`config.mk`:
```
export PLATFORM = sky130hd
export DESIGN_NAME = dual_port_ram
export DESIGN_NICKNAME = d
export VERILOG_FILES = /design/src/rtl/dual_port_pkg.sv /design/src/rtl/dual_port_delay_line.sv /design/src/rtl/dual_port_ram.sv
export SDC_FILE = /design/constraint.sdc
export NUM_CORES = 1
export LEC_CHECK = 0
export CAP_MARGIN = 20
export CORE_MARGIN = 1.5
export CORE_UTILIZATION = 40
export CTS_CLUSTER_SIZE = 24
export DETAILED_ROUTE_END_ITERATION = 8
export GPL_TIMING_DRIVEN = 1
export PLACE_DENSITY = 0.54
export SLEW_MARGIN = 20
export SYNTH_ARGS = -nofsm -noshare
export SYNTH_HDL_FRONTEND = slang
export SYNTH_HIERARCHICAL = 1
export SYNTH_SLANG_ARGS = --single-unit
```
`constraint.sdc`:
```
create_clock -name clk -period 5.95 [get_ports clk]
set_clock_uncertainty 0.05 [all_clocks]
set_input_delay 0.8925 -clock clk [delete_from_list [all_inputs] [get_ports clk]]
set_output_delay 0.8925 -clock clk [all_outputs]
set_load 0.01 [all_outputs]
```
`src/rtl/dual_port_pkg.sv`:
```
// Shared defaults for the dual-port RAM, its latency pipelines and its bench.
package dual_port_pkg;

  localparam int unsigned DP_DATA_WIDTH    = 8;
  localparam int unsigned DP_ADDR_WIDTH    = 3;
  localparam int unsigned DP_READ_LATENCY  = 3;
  localparam int unsigned DP_WRITE_LATENCY = 3;
  localparam int unsigned DP_TIME_PERIOD   = 10;

endpackage : dual_port_pkg

```
`src/rtl/dual_port_delay_line.sv`:
```
// Valid + payload shift register with asynchronous clear.
// DEPTH = 0 degenerates to a wire so a latency-1 write path needs no stage.
module dual_port_delay_line
  import dual_port_pkg::*;
#(
  parameter int unsigned WIDTH = DP_DATA_WIDTH,
  parameter int unsigned DEPTH = 1
) (
  input  logic             clk,
  input  logic             rst,
  input  logic             valid_i,
  input  logic [WIDTH-1:0] data_i,
  output logic             valid_o,
  output logic [WIDTH-1:0] data_o
);

  if (DEPTH == 0) begin : g_bypass
    assign valid_o = valid_i;
    assign data_o  = data_i;
  end else begin : g_pipe
    logic [DEPTH-1:0] valid_q;
    logic [DEPTH-1:0] valid_d;
    logic [WIDTH-1:0] data_q [DEPTH];
    logic [WIDTH-1:0] data_d [DEPTH];

    always_comb begin
      valid_d[0] = valid_i;
      data_d[0]  = data_i;
      for (int unsigned i = 1; i < DEPTH; i++) begin
        valid_d[i] = valid_q[i-1];
        data_d[i]  = data_q[i-1];
      end
    end

    always_ff @(posedge clk or posedge rst) begin
      if (rst) begin
        valid_q <= '0;
        for (int unsigned i = 0; i < DEPTH; i++) begin
          data_q[i] <= '0;
        end
      end else begin
        valid_q <= valid_d;
        data_q  <= data_d;
      end
    end

    assign valid_o = valid_q[DEPTH-1];
    assign data_o  = data_q[DEPTH-1];
  end

endmodule : dual_port_delay_line

```
`src/rtl/dual_port_ram.sv`:
```
// Two-port register-file RAM with fixed read and write latencies.
// Reads sample the array at acceptance; writes commit WRITE_LATENCY-1 edges later, A over B.
module dual_port_ram
  import dual_port_pkg::*;
#(
  parameter int unsigned DATA_WIDTH    = DP_DATA_WIDTH,
  parameter int unsigned ADDR_WIDTH    = DP_ADDR_WIDTH,
  parameter int unsigned READ_LATENCY  = DP_READ_LATENCY,
  parameter int unsigned WRITE_LATENCY = DP_WRITE_LATENCY
) (
  input  logic                  clk,
  input  logic                  rst,
  input  logic                  a_en,
  input  logic                  a_wr,
  input  logic [ADDR_WIDTH-1:0] a_addr,
  input  logic [DATA_WIDTH-1:0] a_wdata,
  output logic [DATA_WIDTH-1:0] a_rdata,
  output logic                  a_rvalid,
  input  logic                  b_en,
  input  logic                  b_wr,
  input  logic [ADDR_WIDTH-1:0] b_addr,
  input  logic [DATA_WIDTH-1:0] b_wdata,
  output logic [DATA_WIDTH-1:0] b_rdata,
  output logic                  b_rvalid
);

  localparam int unsigned DEPTH     = 1 << ADDR_WIDTH;
  localparam int unsigned WR_W      = ADDR_WIDTH + DATA_WIDTH;
  localparam int unsigned WR_STAGES = WRITE_LATENCY - 1;

  logic [DATA_WIDTH-1:0] mem_q [DEPTH];

  logic                  a_rd_v,  b_rd_v;
  logic [DATA_WIDTH-1:0] a_rd_data, b_rd_data;
  logic                  a_cm_v,  b_cm_v;
  logic [WR_W-1:0]       a_cm,    b_cm;
  logic [DATA_WIDTH-1:0] a_rdata_q, a_rdata_d, b_rdata_q, b_rdata_d;
  logic                  a_rvalid_q, b_rvalid_q;

  // Read data is captured at acceptance, so later commits cannot leak into it.
  dual_port_delay_line #(.WIDTH(DATA_WIDTH), .DEPTH(READ_LATENCY)) u_a_rd (
    .clk(clk), .rst(rst), .valid_i(a_en & ~a_wr), .data_i(mem_q[a_addr]),
    .valid_o(a_rd_v), .data_o(a_rd_data)
  );

  dual_port_delay_line #(.WIDTH(DATA_WIDTH), .DEPTH(READ_LATENCY)) u_b_rd (
    .clk(clk), .rst(rst), .valid_i(b_en & ~b_wr), .data_i(mem_q[b_addr]),
    .valid_o(b_rd_v), .data_o(b_rd_data)
  );

  dual_port_delay_line #(.WIDTH(WR_W), .DEPTH(WR_STAGES)) u_a_wr (
    .clk(clk), .rst(rst), .valid_i(a_en & a_wr), .data_i({a_addr, a_wdata}),
    .valid_o(a_cm_v), .data_o(a_cm)
  );

  dual_port_delay_line #(.WIDTH(WR_W), .DEPTH(WR_STAGES)) u_b_wr (
    .clk(clk), .rst(rst), .valid_i(b_en & b_wr), .data_i({b_addr, b_wdata}),
    .valid_o(b_cm_v), .data_o(b_cm)
  );

  // Port A is written last so it overrides B on an address collision.
  always_ff @(posedge clk or posedge rst) begin
    if (rst) begin
      for (int unsigned i = 0; i < DEPTH; i++) begin
        mem_q[i] <= '0;
      end
    end else begin
      if (b_cm_v) mem_q[b_cm[DATA_WIDTH +: ADDR_WIDTH]] <= b_cm[DATA_WIDTH-1:0];
      if (a_cm_v) mem_q[a_cm[DATA_WIDTH +: ADDR_WIDTH]] <= a_cm[DATA_WIDTH-1:0];
    end
  end

  always_comb begin
    a_rdata_d = a_rdata_q;
    b_rdata_d = b_rdata_q;
    if (a_rd_v) a_rdata_d = a_rd_data;
    if (b_rd_v) b_rdata_d = b_rd_data;
  end

  always_ff @(posedge clk or posedge rst) begin
    if (rst) begin
      a_rdata_q  <= '0;
      b_rdata_q  <= '0;
      a_rvalid_q <= 1'b0;
      b_rvalid_q <= 1'b0;
    end else begin
      a_rdata_q  <= a_rdata_d;
      b_rdata_q  <= b_rdata_d;
      a_rvalid_q <= a_rd_v;
      b_rvalid_q <= b_rd_v;
    end
  end

  assign a_rdata  = a_rdata_q;
  assign b_rdata  = b_rdata_q;
  assign a_rvalid = a_rvalid_q;
  assign b_rvalid = b_rvalid_q;

endmodule : dual_port_ram

```
==> metrics.md, run 1 <==
| Metric | Value |
|---|---|
| Status | `finished, violations left` |
| Failing checks | `DRC` |
| Critical Path Fanout Max | `17` |
| Root buf cell | `clkbuf_16` |
| Sequential area share after synthesis | `61.4%` |
| Fin. max-slew vios | `0` |
| Die H | `140 um` |
| #FFs+latches synth | `184` |
| Mean Syn Cell Area | `14.7 um2` |
| Pwr Density | `385 nW/um2` |
| Max-slew headroom | `37.4%` |
| Drt pass-1 iters | `7` |
| I/O pin count | `46` |
| Core Rows | `49` |
| Clk sinks | `about 180` |
| Vias | `4126` |
| Slew @ Worst Pin | `0.935 ns` |
| Number of synthesized flops with an enable pin | `0` |
| Number of global-route vias before repair | `4145` |
| Power share of the clock group | `between 30% and 40%` |
| Crit. End Element | `register` |
| Layout cells sized above 1 | `16.2%` |
| Finished Core Util | `47.6%` |
| Startpoint class of the critical path | `input pin` |
| Drt wl/cell | `19.1 um` |
| HPWL reported at the end of detailed placement | `10.2 mm` |
| Max Cap Violations | `0` |
| PnR worst setup slack | `around 3.3 ns` |
| Peak VDD IR | `0.204 mV` |
| # diodes | `0` |
| CP required | `around 6.2 ns` |
| TritonCTS clock tree | `done` |
| Syn Std Cell Area | `7500 um2` |
| 1st-iter DRT viols | `290` |
| Commonest non-fill, non-tap cell in the layout | `dfrtp_1` |
| Syn-to-layout area delta | `15.0%` |
| Latest clock arrival within the worst-skew pair | `0.43 ns` |
| Crit path kind | `input pin to register` |
| DRC | `9` |
| Commonest cells after routing, fill and taps aside | `184 x dfrtp_1, 64 x mux2i_1, 45 x clkdlybuf4s50_1` |
| RSZ-0062 raised after global routing | `false` |
| GRT Resource Usage Total | `16.7%` |
| Nets | `565` |
| Combinational share of power | `15.4%` |
| Drt via density | `5.30` |
| Switching power of the nets | `approximately 0.82 mW` |
| DIE AREA | `19600 um2` |
| Syn nets | `540` |
| Leak | `3.79 nW` |
| H-Tree Depth | `4` |
| Total design power | `3.32 mW` |
| Arrival @ worst endpoint | `2.91 ns` |
| Largest net degree at the start of global routing | `44` |
| First-pass GRT wire length | `~24 mm` |
| Pre-CTS setup slack | `approximately 2.8 ns` |
| Initial antenna violation count | `0` |
| Peak Freq | `about 0.38 GHz` |
| Post-CTS resize count | `0` |
| Antenna viol nets, final | `0` |
| TritonCTS Buffers | `17` |
| Post-route setup TNS | `0 ns` |
| Synth async-reset ratio | `100%` |
| Seq pwr share | `51.5%` |
| Cells after Synth | `512` |
| Final period util | `about 45%` |
| Post CTS Setup Buffer Count | `0` |
| Die W | `~140 um` |
| Syn. warnings | `6` |
| Post-synth cell types | `26` |
| Internal power | `2.50 mW` |
| Worst min path class | `register to register` |
| Period minus WS final | `2.66 ns` |
| Clk slew on worst S/H paths | `0.06 ns` |
| GR Overflow Total | `0` |
| Core area | `18100 um2` |
| Buffers on Ports | `45` |
| Routed WL | `14.9 mm` |
| GPL Wtd Cong | `between 0.8 and 0.9` |
| Final hold violation count | `0` |
| Top_reg_cell synth | `dfrtp_1` |
| Sw Share | `24.7%` |
| Hold_buf cts | `0` |
| Final setup viols | `0` |
| Clock Path Buffers | `2` |
| Effective utilization at floorplan | `about two fifths` |
stage by stage:
stage               cells  hold WS [ns]  area, um2
global placement      744         0.281       8000
detailed placement    746         0.285       8030
global route          779         0.302       8630
finish                779         0.298       8630
floorplan             512         0.281       7500
CTS                   778         0.297       8610
critical path: stages:
cell and delay, ns:
clkdlybuf4s50_1 1.08, mux4_1 0.65, mux2_2 0.28
worst paths after layout:
path,start,end,slack [ns],cells past startpoint
max,a_addr[1],u_a_rd/g_pipe.data_d[11],3.29,3
min,u_b_rd/g_pipe.data_d[5],u_b_rd/data_o[5],0.30,0
max reg2reg,u_b_wr/data_o[10],mem_q[37],4.04,3
min reg2reg,u_b_rd/g_pipe.data_d[5],u_b_rd/data_o[5],0.30,0
max in group asynchronous,rst,mem_q[12],3.76,3
min in group asynchronous,rst,u_a_wr/g_pipe.valid_q[0],0.85,2
power groups by stage:
| stage | combinational, mW | clock, mW | sequential, mW |
|---|---|---|---|
| 3_3_place_gp | 0.496 | 0 | 1.72 |
| 2_1_floorplan | 0.352 | 0 | 1.67 |
| 5_1_grt | 0.558 | 1.19 | 1.75 |
| 6_report | 0.512 | 1.10 | 1.71 |
| 4_1_cts | 0.519 | 1.13 | 1.71 |
| 3_5_place_dp | 0.518 | 0 | 1.73 |
state kept, by name (all words and copies together) (netlist names), 11 cells and up:
name / flops
u_b_wr/data_o: 11
u_a_wr/g_pipe.data_d: 11
u_b_wr/g_pipe.data_d: 11
u_a_wr/data_o: 11
u_b_rd/g_pipe.data_d: 16
u_a_rd/g_pipe.data_d: 16
mem_q: 64
Yosys cell counts (2+ instances only):
cell      count  area share [%]
and2_1        2            0.17
mux2_4        8             1.6
nand2_1      32             1.6
inv_1         5            0.25
mux4_1       24             8.4
mux2_2       24             3.6
buf_12        2            0.53
a21oi_1      32             2.1
nand4b_1      6            0.70
mux4_2        8             2.4
and4bb_2      6             1.0
buf_6         6            0.90
nor2_1       32             1.6
mux2i_1      64             8.5
buf_4         3            0.30
nor2b_1       2            0.17
o21ai_1       2            0.13
clkbuf_2      2            0.13
clkbuf_1     23             1.2
dfrtp_1     184              61
buf_2        11            0.73
o21ai_0      30             2.0
metal layers:
layer | GRT usage (%) | up-vias | wire length, um
li1 | - | 1887 | -
met1 | 23.7 | 2114 | 7120
met2 | 25.1 | 107 | 6930
met3 | 3.62 | 18 | 615
met4 | 6.76 | 0 | 235
met5 | 0 | - | 0
layout make-up:
cell class / count / area [um2]
Fill cell: 1596 / 9520
Sequential cell: 184 / 4600
Multi-Input combinational cell: 276 / 2600
Timing Repair Buffer: 53 / 533
Clock buffer: 21 / 460
Tap cell: 229 / 287
Clock inverter: 11 / 123
Inverter: 5 / 20.0
cell families (layout without fill, tap and decap cells):
family	after synthesis	in the layout	share of synthesized area (%)
flops	184	184	61.4
mux	128	128	24.5
simple gates	84	84	5.80
compound gates	64	64	4.27
buf+inv	52	90	4.00
No activity file was read; power rests on OpenSTA's default activity.
==> run 2: changes to the inputs <==
Settings changed: PLACE_DENSITY 0.54 to 0.57.
Clock period 5.95 ns to 2.27 ns, I/O delays scaled along.
==> run 2 against run 1 <==
The run still ends with DRC left. Register-to-register slack worse by 3.3 ns. Clock-buffer cell count unchanged. Cell count grew 1.7%. Critical endpoint is now a_rdata[1]. Critical path type is now register to output port. Largest power group unchanged. Non-clock buffer count grew 14. First-iteration DRC count fell by 22%.
==> metrics.md, run 2 (synthesis gave the netlist of run 1 again) <==
| Metric | Value |
|---|---|
| Pwr Density | `985 nW/um2 (+160%)` |
| Clk slew on worst S/H paths | `0.06 ns (about the same)` |
| TritonCTS clock tree | `done` |
| Fin. max-slew vios | `0 (unchanged)` |
| H-Tree Depth | `4 (unchanged)` |
| Max FFs per register | `64 (unchanged)` |
| Core area | `18100 um2 (unchanged)` |
| R2r endpoint | `mem_q[45]` |
| Final period util | `about three quarters` |
| Peak VDD IR | `0.571 mV (+180%)` |
| GRT Resource Usage Total | `15.2% (-1.5 points)` |
| Crit. End Element | `output port` |
| TritonCTS Buffers | `17 (unchanged)` |
| First-pass GRT wire length | `22.5 mm (-7.7%)` |
| 1st-iter DRT viols | `226 (-22%)` |
| Effective utilization at floorplan | `41.3% (unchanged)` |
| Commonest non-fill, non-tap cell in the layout | `dfrtp_1` |
| Largest stage delay, worst path | `0.54 ns (-0.54 ns)` |
| Reg-to-reg critical path startpoint | `u_b_wr/data_o[8]` |
| Drt wl/cell | `17.5 um (-8.8%)` |
| Core Rows | `49 (unchanged)` |
| GPL Wtd Cong | `0.924 (+11%)` |
| Startpoint class of the critical path | `register` |
| Leak | `3.86 nW (+1.6%)` |
| Worst hold slack | `0.293 ns (-0.00484 ns)` |
| Final setup viols | `0 (unchanged)` |
| Buffers on Ports | `45 (unchanged)` |
| GR Overflow Total | `0 (unchanged)` |
| CP cell instances | `clkdlybuf4s50_1` |
| Post-CTS resize count | `0 (unchanged)` |
| Slew @ Worst Pin | `0.515 ns (-0.420 ns)` |
| Failing checks | `DRC` |
| Slowest cell on the critical path | `clkdlybuf4s50_1` |
| Worst min path class | `register to register` |
| HP Start | `u_b_rd/g_pipe.data_d[0]` |
| Commonest cells after routing, fill and taps aside | `184 x dfrtp_1, 64 x mux2i_1, 45 x clkdlybuf4s50_1` |
| Reg2reg path depth | `3 (unchanged)` |
| Post-route setup TNS | `0 ns (unchanged)` |
| Vias | `4044 (-2.0%)` |
| # diodes | `0 (unchanged)` |
| Final hold violation count | `0 (unchanged)` |
| Hold_buf cts | `0 (unchanged)` |
| Drt pass-1 iters | `6 (-1)` |
| Max-slew headroom | `65.6% (+28 points)` |
| I/O pin count | `46 (unchanged)` |
| Hold Path End | `u_b_rd/data_o[0]` |
| Crit path kind | `register to output port` |
| Status | `finished, violations left` |
| Reg-to-reg slack, setup | `0.72 ns (-3.32 ns)` |
| Buf+Inv Stages, Crit Path | `1 (unchanged)` |
| Initial antenna violation count | `0 (unchanged)` |
| HPWL reported at the end of detailed placement | `10.1 mm (-1.5%)` |
| Root buf cell | `clkbuf_16` |
| Peak Freq | `0.586 GHz` |
| RSZ-0062 raised after global routing | `false` |
| Critical Path Fanout Max | `2 (-15)` |
| Drt via density | `5.11 (-3.6%)` |
| Biggest register | `mem_q` |
| Syn-to-layout area delta | `16.7%` |
| DIE AREA | `19600 um2 (unchanged)` |
| Post CTS Setup Buffer Count | `0 (unchanged)` |
| Largest net degree at the start of global routing | `41 (-6.8%)` |
| Antenna viol nets, final | `0 (unchanged)` |
| Die H | `140 um (unchanged)` |
| Nets | `579 (+2.5%)` |
| Max Cap Violations | `0 (unchanged)` |
| DRC | `6 (-3)` |
| CP required | `1.88 ns (-4.33 ns)` |
| Period minus WS final | `1.71 ns` |
| Cell depth of the worst hold path | `0 (unchanged)` |
| Finished Core Util | `48.2% (+0.67 points)` |
| Number of global-route vias before repair | `3994 (-3.6%)` |
| Routed WL | `13.8 mm (-7.2%)` |
| Layout cells sized above 1 | `17.9% (+1.8 points)` |
| Arrival @ worst endpoint | `1.32 ns (-1.59 ns)` |
| Clk sinks | `184 (unchanged)` |
| Die W | `140 um (unchanged)` |
| Number of fill cells | `1552 (-2.8%)` |
| Latest clock arrival within the worst-skew pair | `0.42 ns (about the same)` |
| Top delay family on crit path | `buffers and inverters` |
| Clock Path Buffers | `2 (unchanged)` |
==> run 2: changes by cell type in the layout (fill, tap and decap cells not counted), sizes merged <==
cell	delta
buf	+14
clkinvlp	+1
bufinv	-1
clkinv	-2
inv	+1
==> run 2: per-stage QoR <==
step | instance area [um2] | setup slack (ns) | std cells | total power [mW]
4_1_cts | 8750 | 0.539 | 792 | 8.71
2_1_floorplan | 7510 | 0.781 | 512 | 5.29
3_5_place_dp | 8200 | 0.225 | 761 | 5.93
6_report | 8750 | 0.563 | 792 | 8.62
5_1_grt | 8750 | 0.513 | 792 | 9.06
3_3_place_gp | 8200 | 0.238 | 761 | 5.83
==> run 2: worst max-delay path by stage <==
stage	from	to	slack, ns	depth (start not counted)
final	a_rdata[1]	a_rdata[1]	0.56	1
after floorplan	a_addr[0]	u_a_rd/g_pipe.data_d[12]	0.78	4
after global placement	a_addr[0]	u_a_rd/g_pipe.data_d[12]	0.24	4
after detailed placement	a_addr[1]	u_a_rd/g_pipe.data_d[9]	0.22	4
after CTS	a_rdata[1]	a_rdata[1]	0.54	1
after global routing	b_rdata[0]	b_rdata[0]	0.51	1
==> run 2: routing by layer <==
| layer | vias up | wire length (um) | GRT usage [%] |
|---|---|---|---|
| met1 | 2016 | 6480 | 21.2 |
| met3 | 18 | 576 | 3.56 |
| met5 | - | 0 | 0 |
| met2 | 95 | 6550 | 23.5 |
| met4 | 0 | 215 | 5.43 |
| li1 | 1915 | - | - |
==> run 2: cell type report <==
type / count / area, um2 / share of cell area (%)
Inverter: 5 / 22.5 / 0.257
Tap cell: 229 / 287 / 3.27
Clock buffer: 21 / 460 / 5.26
Clock inverter: 10 / 96.3 / 1.10
Multi-Input combinational cell: 276 / 2600 / 29.7
Sequential cell: 184 / 4600 / 52.6
Timing Repair Buffer: 67 / 678 / 7.75
==> run 2: power breakdown <==
part | total, mW | leakage (nW) | switching (mW) | internal (mW)
Combinational | 1.35 | 1.40 | 0.466 | 0.888
Sequential | 4.50 | 2.19 | 0.482 | 4.01
Clock | 2.77 | 0.262 | 1.20 | 1.57
Total | 8.62 | 3.86 | 2.15 | 6.47
